File: src/rtl/display_pkg.sv
// Shared display types and constants for the pixel fetch path and the VGA timing stage.
package display_pkg;

   localparam int unsigned H_ACTIVE = 640;
   localparam int unsigned V_ACTIVE = 480;

   typedef struct packed {
      logic [4:0] r;
      logic [5:0] g;
      logic [4:0] b;
   } rgb565_t;

   typedef enum logic [2:0] {
      StWaitVs,
      StFlush,
      StFetch,
      StDone,
      StDrain
   } fetch_state_e;

endpackage

File: src/rtl/pixel_fifo.sv
// Synchronous show-ahead FIFO: head is valid whenever not empty and reads as zero when empty.
module pixel_fifo #(
   parameter int unsigned Width = 16,
   parameter int unsigned Depth = 16
) (
   input  logic                       clk,
   input  logic                       rst,
   input  logic                       flush,
   input  logic                       push,
   input  logic                       pop,
   input  logic [Width-1:0]           wdata,
   output logic [Width-1:0]           head,
   output logic                       full,
   output logic                       empty,
   output logic [$clog2(Depth):0]     count
);

   localparam int unsigned AW = $clog2(Depth);

   logic [Width-1:0] mem_q [Depth];
   logic [AW-1:0]    wr_q, rd_q;
   logic [AW:0]      cnt_q;
   logic             do_push, do_pop;

   assign full    = (cnt_q == (AW+1)'(Depth));
   assign empty   = (cnt_q == '0);
   assign count   = cnt_q;
   assign do_push = push & ~full;
   assign do_pop  = pop & ~empty;
   assign head    = empty ? '0 : mem_q[rd_q];

   always_ff @(posedge clk or negedge rst) begin
      if (!rst) begin
         wr_q  <= '0;
         rd_q  <= '0;
         cnt_q <= '0;
      end else if (flush) begin
         wr_q  <= '0;
         rd_q  <= '0;
         cnt_q <= '0;
      end else begin
         if (do_push) wr_q <= wr_q + AW'(1);
         if (do_pop)  rd_q <= rd_q + AW'(1);
         unique case ({do_push, do_pop})
            2'b10:   cnt_q <= cnt_q + (AW+1)'(1);
            2'b01:   cnt_q <= cnt_q - (AW+1)'(1);
            default: cnt_q <= cnt_q;
         endcase
      end
   end

   always_ff @(posedge clk) begin
      if (do_push) mem_q[wr_q] <= wdata;
   end

endmodule

File: src/rtl/vga_pixel_fetch.sv
// Streams one frame of RGB565 words from the framebuffer into a show-ahead FIFO for the
// timing stage; a falling v_sync restarts the frame address.
module vga_pixel_fetch #(
   parameter int unsigned       ADDR_W     = 19,
   parameter logic [ADDR_W-1:0] FB_BASE    = '0,
   parameter int unsigned       H_ACTIVE   = display_pkg::H_ACTIVE,
   parameter int unsigned       V_ACTIVE   = display_pkg::V_ACTIVE,
   parameter int unsigned       FIFO_DEPTH = 16
) (
   input  logic              clk,
   input  logic              rst,
   input  logic              next_pixel,
   input  logic              v_sync,
   output logic              mem_req,
   output logic [ADDR_W-1:0] mem_addr,
   input  logic              mem_ack,
   input  logic [15:0]       mem_rdata,
   output logic [4:0]        pixel_red,
   output logic [5:0]        pixel_green,
   output logic [4:0]        pixel_blue,
   output logic              underrun
);

   import display_pkg::*;

   localparam int unsigned Total    = H_ACTIVE * V_ACTIVE;
   localparam int unsigned CntW     = $clog2(Total + 1);
   localparam int unsigned FifoCntW = $clog2(FIFO_DEPTH) + 1;

   fetch_state_e      state_q, state_d;
   logic              req_q, req_d;
   logic [ADDR_W-1:0] addr_q, addr_d;
   logic [CntW-1:0]   cnt_q, cnt_d;
   logic              vs_q, underrun_q;
   logic              vs_fall, ack, push, flush;
   logic              fifo_full, fifo_empty;
   logic [FifoCntW-1:0] fifo_count;
   logic              unused_count;
   logic [15:0]       head;
   rgb565_t           px;

   assign vs_fall      = vs_q & ~v_sync;
   assign ack          = mem_ack & req_q;
   assign unused_count = ^fifo_count;

   always_ff @(posedge clk or negedge rst) begin
      if (!rst) begin
         state_q    <= StWaitVs;
         req_q      <= 1'b0;
         addr_q     <= FB_BASE;
         cnt_q      <= '0;
         vs_q       <= 1'b1;
         underrun_q <= 1'b0;
      end else begin
         state_q <= state_d;
         req_q   <= req_d;
         addr_q  <= addr_d;
         cnt_q   <= cnt_d;
         vs_q    <= v_sync;
         if (next_pixel && fifo_empty) underrun_q <= 1'b1;
      end
   end

   always_comb begin
      state_d = state_q;
      req_d   = req_q;
      addr_d  = addr_q;
      cnt_d   = cnt_q;
      push    = 1'b0;
      flush   = 1'b0;
      unique case (state_q)
         StWaitVs, StDone: begin
            if (vs_fall) state_d = StFlush;
         end
         StFlush: begin
            flush   = 1'b1;
            addr_d  = FB_BASE;
            cnt_d   = '0;
            state_d = StFetch;
         end
         StFetch: begin
            if (vs_fall) begin
               // An in-flight read must complete before restarting; a coinciding ack is dropped.
               req_d   = req_q & ~ack;
               state_d = (req_q && !ack) ? StDrain : StFlush;
            end else if (ack) begin
               push   = 1'b1;
               req_d  = 1'b0;
               addr_d = addr_q + ADDR_W'(1);
               cnt_d  = cnt_q + CntW'(1);
               if (cnt_q + CntW'(1) == CntW'(Total)) state_d = StDone;
            end else if (!req_q && !fifo_full) begin
               req_d = 1'b1;
            end
         end
         StDrain: begin
            if (ack) begin
               req_d   = 1'b0;
               state_d = StFlush;
            end
         end
         default: state_d = StWaitVs;
      endcase
   end

   pixel_fifo #(
      .Width (16),
      .Depth (FIFO_DEPTH)
   ) u_fifo (
      .clk   (clk),
      .rst   (rst),
      .flush (flush),
      .push  (push),
      .pop   (next_pixel),
      .wdata (mem_rdata),
      .head  (head),
      .full  (fifo_full),
      .empty (fifo_empty),
      .count (fifo_count)
   );

   assign px          = head;
   assign pixel_red   = px.r;
   assign pixel_green = px.g;
   assign pixel_blue  = px.b;
   assign mem_req     = req_q;
   assign mem_addr    = addr_q;
   assign underrun    = underrun_q;

endmodule

File: config.mk
export PLATFORM = sky130hd
export DESIGN_NAME = vga_pixel_fetch
export DESIGN_NICKNAME = d
export VERILOG_FILES = /design/src/rtl/display_pkg.sv /design/src/rtl/pixel_fifo.sv /design/src/rtl/vga_pixel_fetch.sv
export SDC_FILE = /design/constraint.sdc
export NUM_CORES = 1
export LEC_CHECK = 0
export CORE_ASPECT_RATIO = 0.5
export CORE_MARGIN = 5
export CORE_UTILIZATION = 40
export DETAILED_ROUTE_END_ITERATION = 10
export SYNTH_ARGS = -nofsm -noshare
export SYNTH_HDL_FRONTEND = slang
export SYNTH_SLANG_ARGS = --single-unit
File: constraint.sdc
create_clock -name clk -period 4.8 [get_ports clk]
set_input_delay 0.48 -clock clk [delete_from_list [all_inputs] [get_ports clk]]
set_output_delay 0.48 -clock clk [all_outputs]
set_load 0.1 [all_outputs]
==> out/results.tsv, run 1 <==
metric	value	unit
status	complete, no violations	
reg2reg_depth	7	
cp.required	4.32	ns
die_area	36600	um^2
routedWlPerCell	21.6	um
use_met3	0.0266	
multi_input_area	3780	um^2
core_area	31900	um^2
r2r_end	u_fifo.mem_q[11][4]	
cp_max_fo	25	
synth_nets	796	
cts.sinks	313	
slew_violations	0	
synthesis.area	13100	um^2
crit_type	flop to primary output	
synth.area.top_cells	edfxtp_1 59%, mux4_2 14%, dfrtp_1 11%	
drive_gt1_frac	0.202	
wl	28000	um
rsz0062_at_grt	false	
h-tree-depth	1	
p_per_area	570	nW/um^2
synthArstFlopShare	0.182	
crit_top_cell	mux4_2	
r2r-start	state_q[1]	
cp-start-kind	flop	
tns	0	ns
max_freq	234	MHz
clock_latency	0.55	ns
crit_buf_inv	2	
synth_edf_count	256	
path_cells	buf_12 -> mux4_2 -> mux4_2 -> nor2b_1 -> clkdlybuf4s50_1	
peakVddDrop	319	uV
nets	876	
critPathMaxStageDelay	1.02	ns
vias_per_cell	5.44	
cts_buffer_depth	3	
postCtsSetupBuffers	0	
start_util	0.409	
ctsResizeCount	0	
yosysSeqAreaShare	0.697	
max_cap_viol_count	0	
use_met1	0.225	
avgSynthCellArea	17.1	um^2
n_fill_cell	2678	
clkTransAtPathRegs	0.06	ns
dp_hpwl	16400	um
worst_slack	0.532	ns
synthMostInstantiatedCell	edfxtp_1	
arrival	3.79	ns
antenna_left	0	
regArea	9120	um^2
core.rowCount	46	
cp-end-kind	primary output	
io_buffers	57	
gr-total-overflow	0	
grt_pass1_wl	43500	um
cts_tree	built	
setup_violations	0	
synth_common_cells	256 x edfxtp_1, 80 x mux4_2, 56 x dfrtp_1	
synth_top_area_frac	0.588	
fin_skew	0.00884	ns
diodes	0	
area_growth	16.9	%
pin_count	58	
synth_ff_type	edfxtp_1	
grt_usage	0.155	
critPathSlowestCell	clkdlybuf4s50_1	
drt-initial-drc-count	690	
dp_worst_setup_slack	1.03	ns
cts-root-buf	clkbuf_16	
grt_max_degree	58	
postCtsHoldBufs	0	
drtPass1Iterations	5	
routed-via-count	7070	
fin_crit_sh	0.889	
hold_class	input pin to async pin	
p_leak	0.00509	uW
crit_path_start	u_fifo.rd_q[0]	
r2r_slack	1.77	ns
top_usage_layer	met2	
synth_seq_cells	313	
cts_buffers	29	
hold_viol	0	
relSlewSlack	0.328	
antenna_found_initial	0	
min_period	4.27	ns
crit_family	buffers and inverters	
yosysUniqueCellTypes	53	
gp_congestion	0.750	
die_w	266	um
met2_usage	0.253	
synth_cells	764	
yosysWarningCount	0	
grt_pass1_vias	7197	
placed_area	14300	um^2
final_cell_area	15300	um^2
tightest_slew	1.00	ns
drc	0	
synth_area_leader_cell	edfxtp_1	
die_y	138	um
per-stage QoR:
stage / hold WS (ns) / power [uW] / cells / utilization
global route: 0.133 / 9130 / 1299 / 0.478
finish: 0.0587 / 8710 / 1299 / 0.478
global placement: 0.440 / 6480 / 1245 / 0.448
CTS: 0.100 / 8830 / 1299 / 0.478
floorplan: 0.184 / 5730 / 764 / -
detailed placement: 0.448 / 6510 / 1245 / 0.448
where the power goes:
part / switching (uW) / internal, uW
logic: 1930 / 1180
clock network: 991 / 1320
registers: 231 / 3060
registers in the layout (all words and copies together) (netlist names):
name / flops
u_fifo.mem_q: 256
cnt_q: 19
mem_addr: 19
u_fifo.count: 5
u_fifo.rd_q: 4
u_fifo.wr_q: 4
state_q: 3
mem_req: 1
underrun: 1
vs_q: 1
metal layers:
layer	share of wire	wire length, um
met1	0.47	13100
met5	0	0
met4	0.016	452
met2	0.48	13300
met3	0.041	1150
cell type report:
| cell class | instances | area share |
|---|---|---|
| Tap cell | 432 | 0.0354 |
| Timing Repair Buffer | 86 | 0.0537 |
| Multi-Input combinational cell | 397 | 0.247 |
| Sequential cell | 313 | 0.597 |
| Clock inverter | 23 | 0.0146 |
| Inverter | 17 | 0.00418 |
| Clock buffer | 31 | 0.0480 |
cells by family after synthesis:
family                     Yosys count  share of synthesized area
AOI/OAI and AO/OA                   78                     0.0342
xor gates and xnor gates            32                     0.0214
adders and majority gates           11                     0.0111
buffers and inverters               54                     0.0167
DFF                                313                      0.697
muxes                               82                      0.139
and+or+nand+nor                    194                     0.0801
cell usage in the layout (no fill, tap or decap), types with 6 or more instances in the layout:
cell type and n:
clkbuf_16 29, clkinv_1 7, and2_1 11, inv_1 17
dfrtp_1 54, nor2_1 43, buf_4 26, xor2_1 18
clkdlybuf4s50_1 56, a21oi_1 19, nor2b_1 17, o21ai_0 34
or3_1 9, xnor2_1 14, edfxtp_1 256, clkinv_2 6
nand4_1 14, nand2_1 38, nand3_1 20, ha_1 10
mux4_2 80
worst max path at each step:
| stage | to | slack (ns) | depth (start not counted) |
|---|---|---|---|
| 6_report | pixel_blue[0] | 0.53 | 5 |
| 5_1_grt | pixel_blue[0] | 0.32 | 5 |
| 4_1_cts | pixel_red[2] | 0.42 | 5 |
| 3_5_place_dp | pixel_blue[0] | 1.03 | 5 |
| 3_3_place_gp | pixel_blue[0] | 1.03 | 5 |
| 2_1_floorplan | u_fifo.mem_q[0][0] | 1.02 | 4 |
(Power assumes the default switching activity.)
==> inputs of run 2 (changes only) <==
--- a/config.mk
+++ b/config.mk
@@ -5,10 +5,12 @@
 export SDC_FILE = /design/constraint.sdc
 export NUM_CORES = 1
 export LEC_CHECK = 0
+export ABC_CLOCK_PERIOD_IN_PS = 4800
 export CORE_ASPECT_RATIO = 0.5
 export CORE_MARGIN = 5
 export CORE_UTILIZATION = 40
 export DETAILED_ROUTE_END_ITERATION = 10
+export SLEW_MARGIN = 20
 export SYNTH_ARGS = -nofsm -noshare
 export SYNTH_HDL_FRONTEND = slang
 export SYNTH_SLANG_ARGS = --single-unit
==> results of run 2 <==
No change in the layout: final DEF, timing and power equal those of run 1.
==> inputs of run 3 (changes only) <==
--- a/config.mk
+++ b/config.mk
@@ -5,7 +5,6 @@
 export SDC_FILE = /design/constraint.sdc
 export NUM_CORES = 1
 export LEC_CHECK = 0
-export ABC_CLOCK_PERIOD_IN_PS = 4800
 export CORE_ASPECT_RATIO = 0.5
 export CORE_MARGIN = 5
 export CORE_UTILIZATION = 40
@@ -13,4 +12,5 @@
 export SLEW_MARGIN = 20
 export SYNTH_ARGS = -nofsm -noshare
 export SYNTH_HDL_FRONTEND = slang
+export SYNTH_HIERARCHICAL = 1
 export SYNTH_SLANG_ARGS = --single-unit
==> out/results.tsv, run 3 <==
metric	value	unit	change
peakVddDrop	357	uV	was 319 uV
yosysSeqAreaShare	0.690		was 0.697
power_frac_clock	0.255		was 0.266
tns	0	ns	unchanged
ctsResizeCount	0		unchanged
fin_crit_sh	0.951		was 0.889
grt_pass1_wl	44800	um	was 43500 um
gr-total-overflow	0		unchanged
routed-via-count	7412		was 7070
synth_compound_area_frac	0.0545		was 0.0342
critPathSlowestCell	clkdlybuf4s50_1		unchanged
cts-root-buf	clkbuf_16		unchanged
largest_reg_flops	256		unchanged
intPower	5320	uW	was 5570 uW
die_area	37000	um^2	was 36600 um^2
clock_latency	0.58	ns	was 0.55 ns
cp_max_fo	16		was 25
arrival	4.08	ns	was 3.79 ns
seqPwrFrac	0.387		was 0.378
relSlewSlack	0.319		was 0.328
cp.required	4.32	ns	about the same
hold_viol	0		unchanged
synthMuxAreaShare	0.136		was 0.139
synth_cells	801		was 764
path_cells	nor4_2 -> nand2b_2 -> or2b_1 -> o22ai_1 -> clkdlybuf4s50_1		was buf_12 -> mux4_2 -> mux4_2 -> nor2b_1 -> clkdlybuf4s50_1
postCtsSetupBuffers	0		unchanged
synthesis.area	13200	um^2	was 13100 um^2
power_switching	3310	uW	was 3150 uW
core_area	32800	um^2	was 31900 um^2
rsz0062_at_grt	false		unchanged
diodes	0		unchanged
pwr-share-comb	0.358		was 0.357
avgSynthCellArea	16.5	um^2	was 17.1 um^2
synth_area_leader_cell	edfxtp_1		unchanged
max_cap_viol_count	0		unchanged
synth_ff_type	edfxtp_1		unchanged
cts_buffers	29		unchanged
status	complete, no violations		unchanged
die_w	267	um	was 266 um
synth_top_family_by_area	multiplexers		unchanged
clkTransAtPathRegs	0.07	ns	was 0.06 ns
pin_count	58		unchanged
die_y	139	um	was 138 um
total_power	8630	uW	was 8710 uW
grt_pass1_vias	7329		was 7197
h-tree-depth	1		unchanged
top_register	u_fifo/mem_q		was u_fifo.mem_q
wl	28900	um	was 28000 um
vias_per_cell	5.56		was 5.44
p_per_area	565	nW/um^2	was 570 nW/um^2
yosys.area_share.adder	0.00852		was 0.0111
drc	0		unchanged
grt_usage	0.155		about the same
cp-end-kind	primary output		unchanged
drtPass1Iterations	5		unchanged
antenna_found_initial	0		unchanged
gp_congestion	0.777		was 0.750
synthArstFlopShare	0.182		unchanged
synth_seq_cells	313		unchanged
yosysUniqueCellTypes	65		was 53
setup_violations	0		unchanged
routedWlPerCell	21.7	um	was 21.6 um
antenna_left	0		unchanged
start_util	0.403		was 0.409
grt_max_degree	58		unchanged
core.rowCount	47		was 46
min_period	4.56	ns	was 4.27 ns
synth_common_cells	256 x edfxtp_1, 64 x mux4_2, 56 x dfrtp_1		was 256 x edfxtp_1, 80 x mux4_2, 56 x dfrtp_1
cp-start-kind	flop		unchanged
nets	901		was 876
mostFrequentLayoutCells	256 x edfxtp_1, 64 x mux4_2, 56 x clkdlybuf4s50_1		was 256 x edfxtp_1, 80 x mux4_2, 56 x clkdlybuf4s50_1
synthMostInstantiatedCell	edfxtp_1		unchanged
cts.sinks	313		unchanged
hold_class	input pin to async pin		unchanged
cts_tree	built		unchanged
synth_edf_count	256		unchanged
slew_violations	0		unchanged
synth.area.top_cells	edfxtp_1 58%, mux4_2 11%, dfrtp_1 11%		was edfxtp_1 59%, mux4_2 14%, dfrtp_1 11%
area_growth	15.5	%	was 16.9%
max_freq	219	MHz	was 234 MHz
io_buffers	57		unchanged
utilization	0.465		was 0.478
critPathMaxStageDelay	1.06	ns	was 1.02 ns
dp_hpwl	17100	um	was 16400 um
drt-initial-drc-count	771		was 690
tightest_slew	1.02	ns	was 1.00 ns
postCtsHoldBufs	0		unchanged
synthXorXnorAreaFrac	0.0166		was 0.0214
switching_share	0.383		was 0.361
yosys.area_share.simple	0.0764		was 0.0801
layout_commonest_cell	edfxtp_1		unchanged
synth_nets	831		was 796
cts_buffer_depth	3		unchanged
crit_type	flop to primary output		unchanged
yosysWarningCount	6		was 0
drive_gt1_frac	0.184		was 0.202
fin_skew	0.0146	ns	was 0.00884 ns
synth_top_area_frac	0.582		was 0.588
p_leak	0.00511	uW	was 0.00509 uW
## run 3: cell count changes after synthesis, moves of 5 or more
cell     before  now
xor2_1       18    8
nand4_1      14    9
inv_1        17    9
and2_1       11    4
nor2b_1      17    3
mux2i_1       1   33
o22ai_1       2   16
mux4_2       80   64
nor4_1        7    1
nor3_1        3   11
o21ai_1       1    9
and3_1        4   14
o21ai_0      34   24
## run 3: path summary, 6_finish.rpt
path,startpoint,endpoint,slack [ns],depth (start not counted)
worst max-delay path,u_fifo/count[1],pixel_green[1],0.24,5
worst min-delay path,rst,cnt_q[14],0.05,2
worst max register to register,vs_q,u_fifo/count[4],1.42,13
worst min register to register,underrun,underrun,0.49,1
max in group asynchronous,rst,u_fifo/rd_q[0],4.19,2
min in group clk,v_sync,vs_q,0.38,1
## run 3: cell type report
cell class / instances / area [um^2]
fillers: 2822 / 17500
multi-input cells: 433 / 3870
clock inverters: 21 / 160
inverters: 10 / 37.5
repair buffers: 84 / 793
well taps: 441 / 552
flip-flops and latches: 313 / 9120
clock buffers: 31 / 733
## run 3: kinds of logic after synthesis
family,Yosys count
flip-flops,313
AO/OA/AOI/OAI,108
AND/OR/NAND/NOR,192
XOR/XNOR,25
adder cells (fa/ha/maj),9
buffers and inverters,55
multiplexers,99
## run 3: critical path: cells and delay by family, from the launching register on
kind,cells,cell delay (ns)
AND/OR/NAND/NOR,3,1.63
buffers and inverters,1,1.06
flip-flops,1,0.47
AO/OA/AOI/OAI,1,0.34
## run 3: power by group through the flow
stage | clock network, uW | registers [uW] | logic, uW
2_1_floorplan | 0 | 3340 | 2370
3_3_place_gp | 0 | 3400 | 3110
3_5_place_dp | 0 | 3410 | 3110
5_1_grt | 2380 | 3380 | 3250
6_report | 2200 | 3340 | 3090
4_1_cts | 2260 | 3350 | 3120
## run 3: routing by layer
layer	track usage	wire, um
met5	0	0
met4	0.0334	602
met3	0.0257	1490
met2	0.243	13700
met1	0.232	13100
## run 3: through the flow
| step | cells | hold slack (ns) | area (um^2) | setup slack, ns |
|---|---|---|---|---|
| 6_report | 1333 | 0.0466 | 15300 | 0.237 |
| 5_1_grt | 1333 | 0.119 | 15300 | 0.148 |
| 4_1_cts | 1333 | 0.0726 | 15300 | 0.224 |
| 3_5_place_dp | 1281 | 0.487 | 14400 | 0.851 |
| 3_3_place_gp | 1281 | 0.483 | 14400 | 0.958 |
| 2_1_floorplan | 801 | 0.184 | 13200 | 0.612 |
